### src/rtl/counter_pkg.sv
// Shared constants and types for the counter timebase.
`timescale 1ns/1ps
package counter_pkg;

    localparam int COUNTER_DEFAULT_WIDTH = 16;

    typedef logic [COUNTER_DEFAULT_WIDTH-1:0] count_t;

endpackage

### src/rtl/counter_if.sv
// Terminal-value input and count/tick outputs of the counter timebase.
// master drives the terminal value; slave is the counter itself.
`timescale 1ns/1ps
interface counter_if
    import counter_pkg::*;
#(
    parameter int WIDTH = COUNTER_DEFAULT_WIDTH
) ();

    logic [WIDTH-1:0] times;
    logic [WIDTH-1:0] cnt;
    logic             c;

    modport master (
        output times,
        input  cnt,
        input  c
    );

    modport slave (
        input  times,
        output cnt,
        output c
    );

endinterface

### src/rtl/counter.sv
// Free-running modulo counter: period times+1, one-cycle terminal pulse c.
// Optional clock enable input `ce` when COUNTER_CE_EN is defined.
`timescale 1ns/1ps
module counter
    import counter_pkg::*;
#(
    parameter int WIDTH = COUNTER_DEFAULT_WIDTH
) (
    input  logic      clk,
    input  logic      reset,
`ifdef COUNTER_CE_EN
    input  logic      ce,
`endif
    counter_if.slave  bus
);

    logic [WIDTH-1:0] r_cnt;
    logic [WIDTH-1:0] w_cnt_nxt;
    logic             w_term;
    logic             w_adv;

    // >= rather than == so a terminal value lowered below the count wraps at once.
    assign w_term    = (r_cnt >= bus.times);
    assign w_cnt_nxt = w_term ? '0 : r_cnt + 1'b1;

`ifdef COUNTER_CE_EN
    assign w_adv = ce;
    assign bus.c = ce & w_term;
`else
    assign w_adv = 1'b1;
    assign bus.c = w_term;
`endif

    always_ff @(posedge clk or negedge reset) begin
        if (!reset) begin
            r_cnt <= '0;
        end else if (w_adv) begin
            r_cnt <= w_cnt_nxt;
        end
    end

    assign bus.cnt = r_cnt;

endmodule

### src/flat_wrapper.sv
// flat-port wrapper written by rule: the top's interface ports become plain ports
module counter_flat import counter_pkg::*;
#(
    parameter int WIDTH = COUNTER_DEFAULT_WIDTH
)
  (clk, reset, bus_times, bus_cnt, bus_c);
  counter_if #(.WIDTH(WIDTH)) bus_i ();
  input  logic clk;
  input  logic reset;
  input wire logic [$bits(bus_i.times)-1:0] bus_times;
  output wire logic [$bits(bus_i.cnt)-1:0] bus_cnt;
  output wire logic [$bits(bus_i.c)-1:0] bus_c;
  assign bus_i.times = bus_times;
  assign bus_cnt = bus_i.cnt;
  assign bus_c = bus_i.c;
  counter #(.WIDTH(WIDTH)) u_core (.clk(clk), .reset(reset), .bus(bus_i));
endmodule
### config.mk
export PLATFORM = sky130hd
export DESIGN_NAME = counter_flat
export DESIGN_NICKNAME = d
export VERILOG_FILES = /design/src/rtl/counter_pkg.sv /design/src/rtl/counter_if.sv /design/src/rtl/counter.sv /design/src/flat_wrapper.sv
export SDC_FILE = /design/constraint.sdc
export NUM_CORES = 1
export LEC_CHECK = 0
export CORE_MARGIN = 2
export CORE_UTILIZATION = 40
export CTS_CLUSTER_SIZE = 16
export DETAILED_ROUTE_END_ITERATION = 10
export PLACE_DENSITY = 0.69
export SYNTH_ARGS = -nofsm -noshare
export SYNTH_HDL_FRONTEND = slang
export SYNTH_SLANG_ARGS = --single-unit
### constraint.sdc
create_clock -name clk -period 2.15 [get_ports clk]
set_input_delay 0.3225 -clock clk [delete_from_list [all_inputs] [get_ports clk]]
set_output_delay 0.3225 -clock clk [all_outputs]
set_load 0.005 [all_outputs]
# Word level (Yosys, flattened, before mapping)
# Index checks and enable logic that the tools add are counted.
# totals
register_bits	16
output_inout_bits	17
elab_cells	4
# classes
add_sub_neg	1
magnitude_cmp	1
muxes	1
# op_table
op	n
adder 16 x 1 -> 16 bit, second input constant	1
>= comparator 16 bit	1
two-way mux 16 bit	1

# Logic depth before layout (Yosys ltp)
# logic_depth
depth_word	2
depth_mapped	7
mapped_depth_nobuf	6

# Worst setup path after synthesis
# OpenSTA, ideal clock, no wires.
# synth_timing
kind	register -> output
from	register u_core.r_cnt[0], in the netlist u_core.bus.cnt[0]
to	output bus_c
t_arrival_ns	1.831
slack_ns	-0.004
stages_incl_launch_ff	7
path_cell_list	dfrtp_1 > inv_1 > ha_1 > nand2b_1 > a2111oi_2 > o31ai_4 > or3_1
# synth_between
elab_chain_cells	1
# synth_lines
element	line	text
start, declared	counter.sv:17	logic [WIDTH-1:0] r_cnt;
start signal, assigned	counter.sv:38	r_cnt <= w_cnt_nxt;
>= comparator 16 bit	counter.sv:23	assign w_term = (r_cnt >= bus.times);
end, declared	flat_wrapper.sv:12	output wire logic [$bits(bus_i.c)-1:0] bus_c;
# No other way between the ends.

# Worst setup path after layout
# Ends and elaborated chain as after synthesis.

==> flow_metrics.tcl <==
set metrics [dict create \
    cts_buffers 3 \
    die_area_um2 3540 \
    crit_path_end_kind "primary output" \
    core_um2 3000 \
    cts.sinks 16 \
    cp.arrival_ps 2050 \
    wire_per_inst_um 15.4 \
    drive_gt1_share_pct 35.6 \
    maxSlewHeadroom_pct 49.1 \
    crit_family "compound AO/OA/AOI/OAI gates" \
    yosysWarningCount 0 \
    drt_wl_total_um 3500 \
    cts_tree "done" \
    r2r-end "u_core.bus.cnt[15]" \
    hold_viol 0 \
    grt-ovfl-total 0 \
    die_w_um 59.5 \
    rsz0062_at_grt "true" \
    power.leakage_nw 0.921 \
    routed_via_density 5.44 \
    worst_setup_path_start_kind "register" \
    syn_inst 130 \
    synth_cell_types 29 \
    rows 20 \
    postRouteAntennaNets 0 \
    ir_drop_mv 0.396 \
    cpPeakStageDelay_ps 410 \
    io_buffers 34 \
    synth_seq_area_share_pct 32.5 \
    io_pins 35 \
    hold_path.class "input pin to asynchronous set/reset pin" \
    tightest_slew_ps 762 \
    yosys-top-cells-area "dfrtp_1, ha_1, nor4_1" \
    cellPowerDensity_nw_per_um2 793 \
    synth_area_per_cell_um2 9.48 \
    critPathKind "register to primary output" \
    largest_reg_flops 16 \
    dp_hpwl_um 2540 \
    finalMaxSlewViolations 0 \
    skew_ps 3.25 \
    synth_edf_count 0 \
    grt_use_total_pct 21.2 \
    fillCellCount 228 \
    grt_pass1_vias 1248 \
    cp.required_ps 1830 \
    crit_chain "inv_2 -> ha_4 -> nand2b_4 -> a2111oi_4 -> o31ai_4 -> or3_1 -> buf_2" \
    path_buf_inv 2 \
    r2r_setup_slack_ps 100 \
    start_util_pct 41.0 \
    synth_common_cells "inv_1, ha_1, nor4_1" \
    cp_max_fo 2 \
    synth.largest_area_cell "dfrtp_1" \
    cts_max_path_buffers 2 \
    post-place-ws_ps -764 \
    synthFlopType "dfrtp_1" \
    async_flop_share_pct 100 \
    clk_latency_ps 280 \
    grt_start_max_net_pins 17 \
    synth_seq_cells 16 \
    clk_pin_slew_ps 90 \
    p_total_mw 1.62 \
    synth_most_common_cell "inv_1" \
    place_congestion 0.822 \
    dr_total_vias 1235 \
    fin_ws_ps -227 \
    yosys.area.top_type_share_pct 32.5 \
    syn-num-nets 165 \
    worstRegToRegCells 5 \
    status "finished, violations left" \
    htree_levels 1 \
    syn-cell-area_um2 1230 \
    antenna_found_initial 0 \
    fmax_ghz 0.421 \
    crit_path_top_delay_cell "dfrtp_1" \
    drtIter0Drc 25 \
    maxCapViolations 0 \
    nets 231 \
    setup_viol 1 \
    die_h_um 59.5 \
    period_needed_ps 2380 \
    cts_root_buf "clkbuf_4" \
    r2r-start "u_core.bus.cnt[5]" \
    first_pass_iters 4 \
    finalCritPeriodShare_pct 111 \
    area_growth_pct 65.5 \
    diodes 0 \
    violations "negative setup slack" \
    grt_pass1_wl_um 5550 \
    drc 0 \
    setup_tns_ps -227 \
]
## layout make-up
cell class	count	area (um2)	share of cell area, %
clock buffers	3	22.5	1.10
repair buffers	65	589	28.9
inverters	19	71.3	3.50
multi-input cells	91	915	44.8
flip-flops and latches	16	400	19.6
well taps	33	41.3	2.02
## layout by cell type (no fill, tap or decap), types with 2 or more instances in the layout
cell type and instances:
xnor2_1 12, ha_4 10, a2111oi_4 2, dlymetal6s2s_1 9, a21oi_1 3, nand3_1 5
inv_1 9, clkbuf_4 3, nor4_1 16, nor3_1 4, dfrtp_1 16, a21oi_2 2
buf_4 31, nand2_1 5, nor2_1 3, nand4_1 6, o21a_1 2, inv_2 10
ha_1 7, clkdlybuf4s50_1 23
## report_power, final
group	total (mW)	switching [mW]	internal, mW	leakage, nW
combinational	1.00	0.423	0.582	0.696
clock	0.159	0.0941	0.0650	0.0138
sequential	0.455	0.0709	0.384	0.212
## per-layer routing
metal	part of all wire (%)	wire (um)	global-route usage (%)
met1	40	1410	26.3
met2	53	1850	36.3
met3	4.8	169	2.18
met4	2.2	78	10.5
met5	0	0	0
## metrics by stage
stage	cell area, um2	hold slack (ps)	utilization, %	cells
2_1_floorplan	1240	26.9	-	130
3_3_place_gp	1810	563	60.4	220
3_5_place_dp	1810	574	60.4	220
4_1_cts	1950	500	65.0	226
5_1_grt	2040	527	67.9	227
6_report	2040	477	67.9	227
## repair_timing
action | CTS | global route
buffers inserted | 3 | 1
pin swaps | 9 | 9
setup endpoints to repair | 1 | 1
hold buffers | 0 | 0
resized for setup | 19 | 21
## cells by family (layout without fill, tap and decap cells)
kind of cell | Yosys count | after routing | synth area share [%]
buffers and inverters | 23 | 87 | 7.11
flip-flops | 16 | 16 | 32.5
adder cells (fa/ha/maj) | 17 | 17 | 17.3
AO/OA/AOI/OAI | 13 | 13 | 10.5
XOR/XNOR | 13 | 13 | 9.24
AND/OR/NAND/NOR | 48 | 48 | 23.5
## worst max path at each step
stage                     slack, ps  endpoint               start  depth (start not counted)
after detailed placement       -760     bus_c       bus_times[13]                          8
after CTS                      -290     bus_c   u_core.bus.cnt[0]                          7
after global placement         -720     bus_c       bus_times[13]                          8
after global routing           -310     bus_c   u_core.bus.cnt[0]                          7
after floorplan                  10     bus_c  u_core.bus.cnt[11]                          5
final                          -230     bus_c   u_core.bus.cnt[0]                          7
Power figures use the tool's default switching activity.
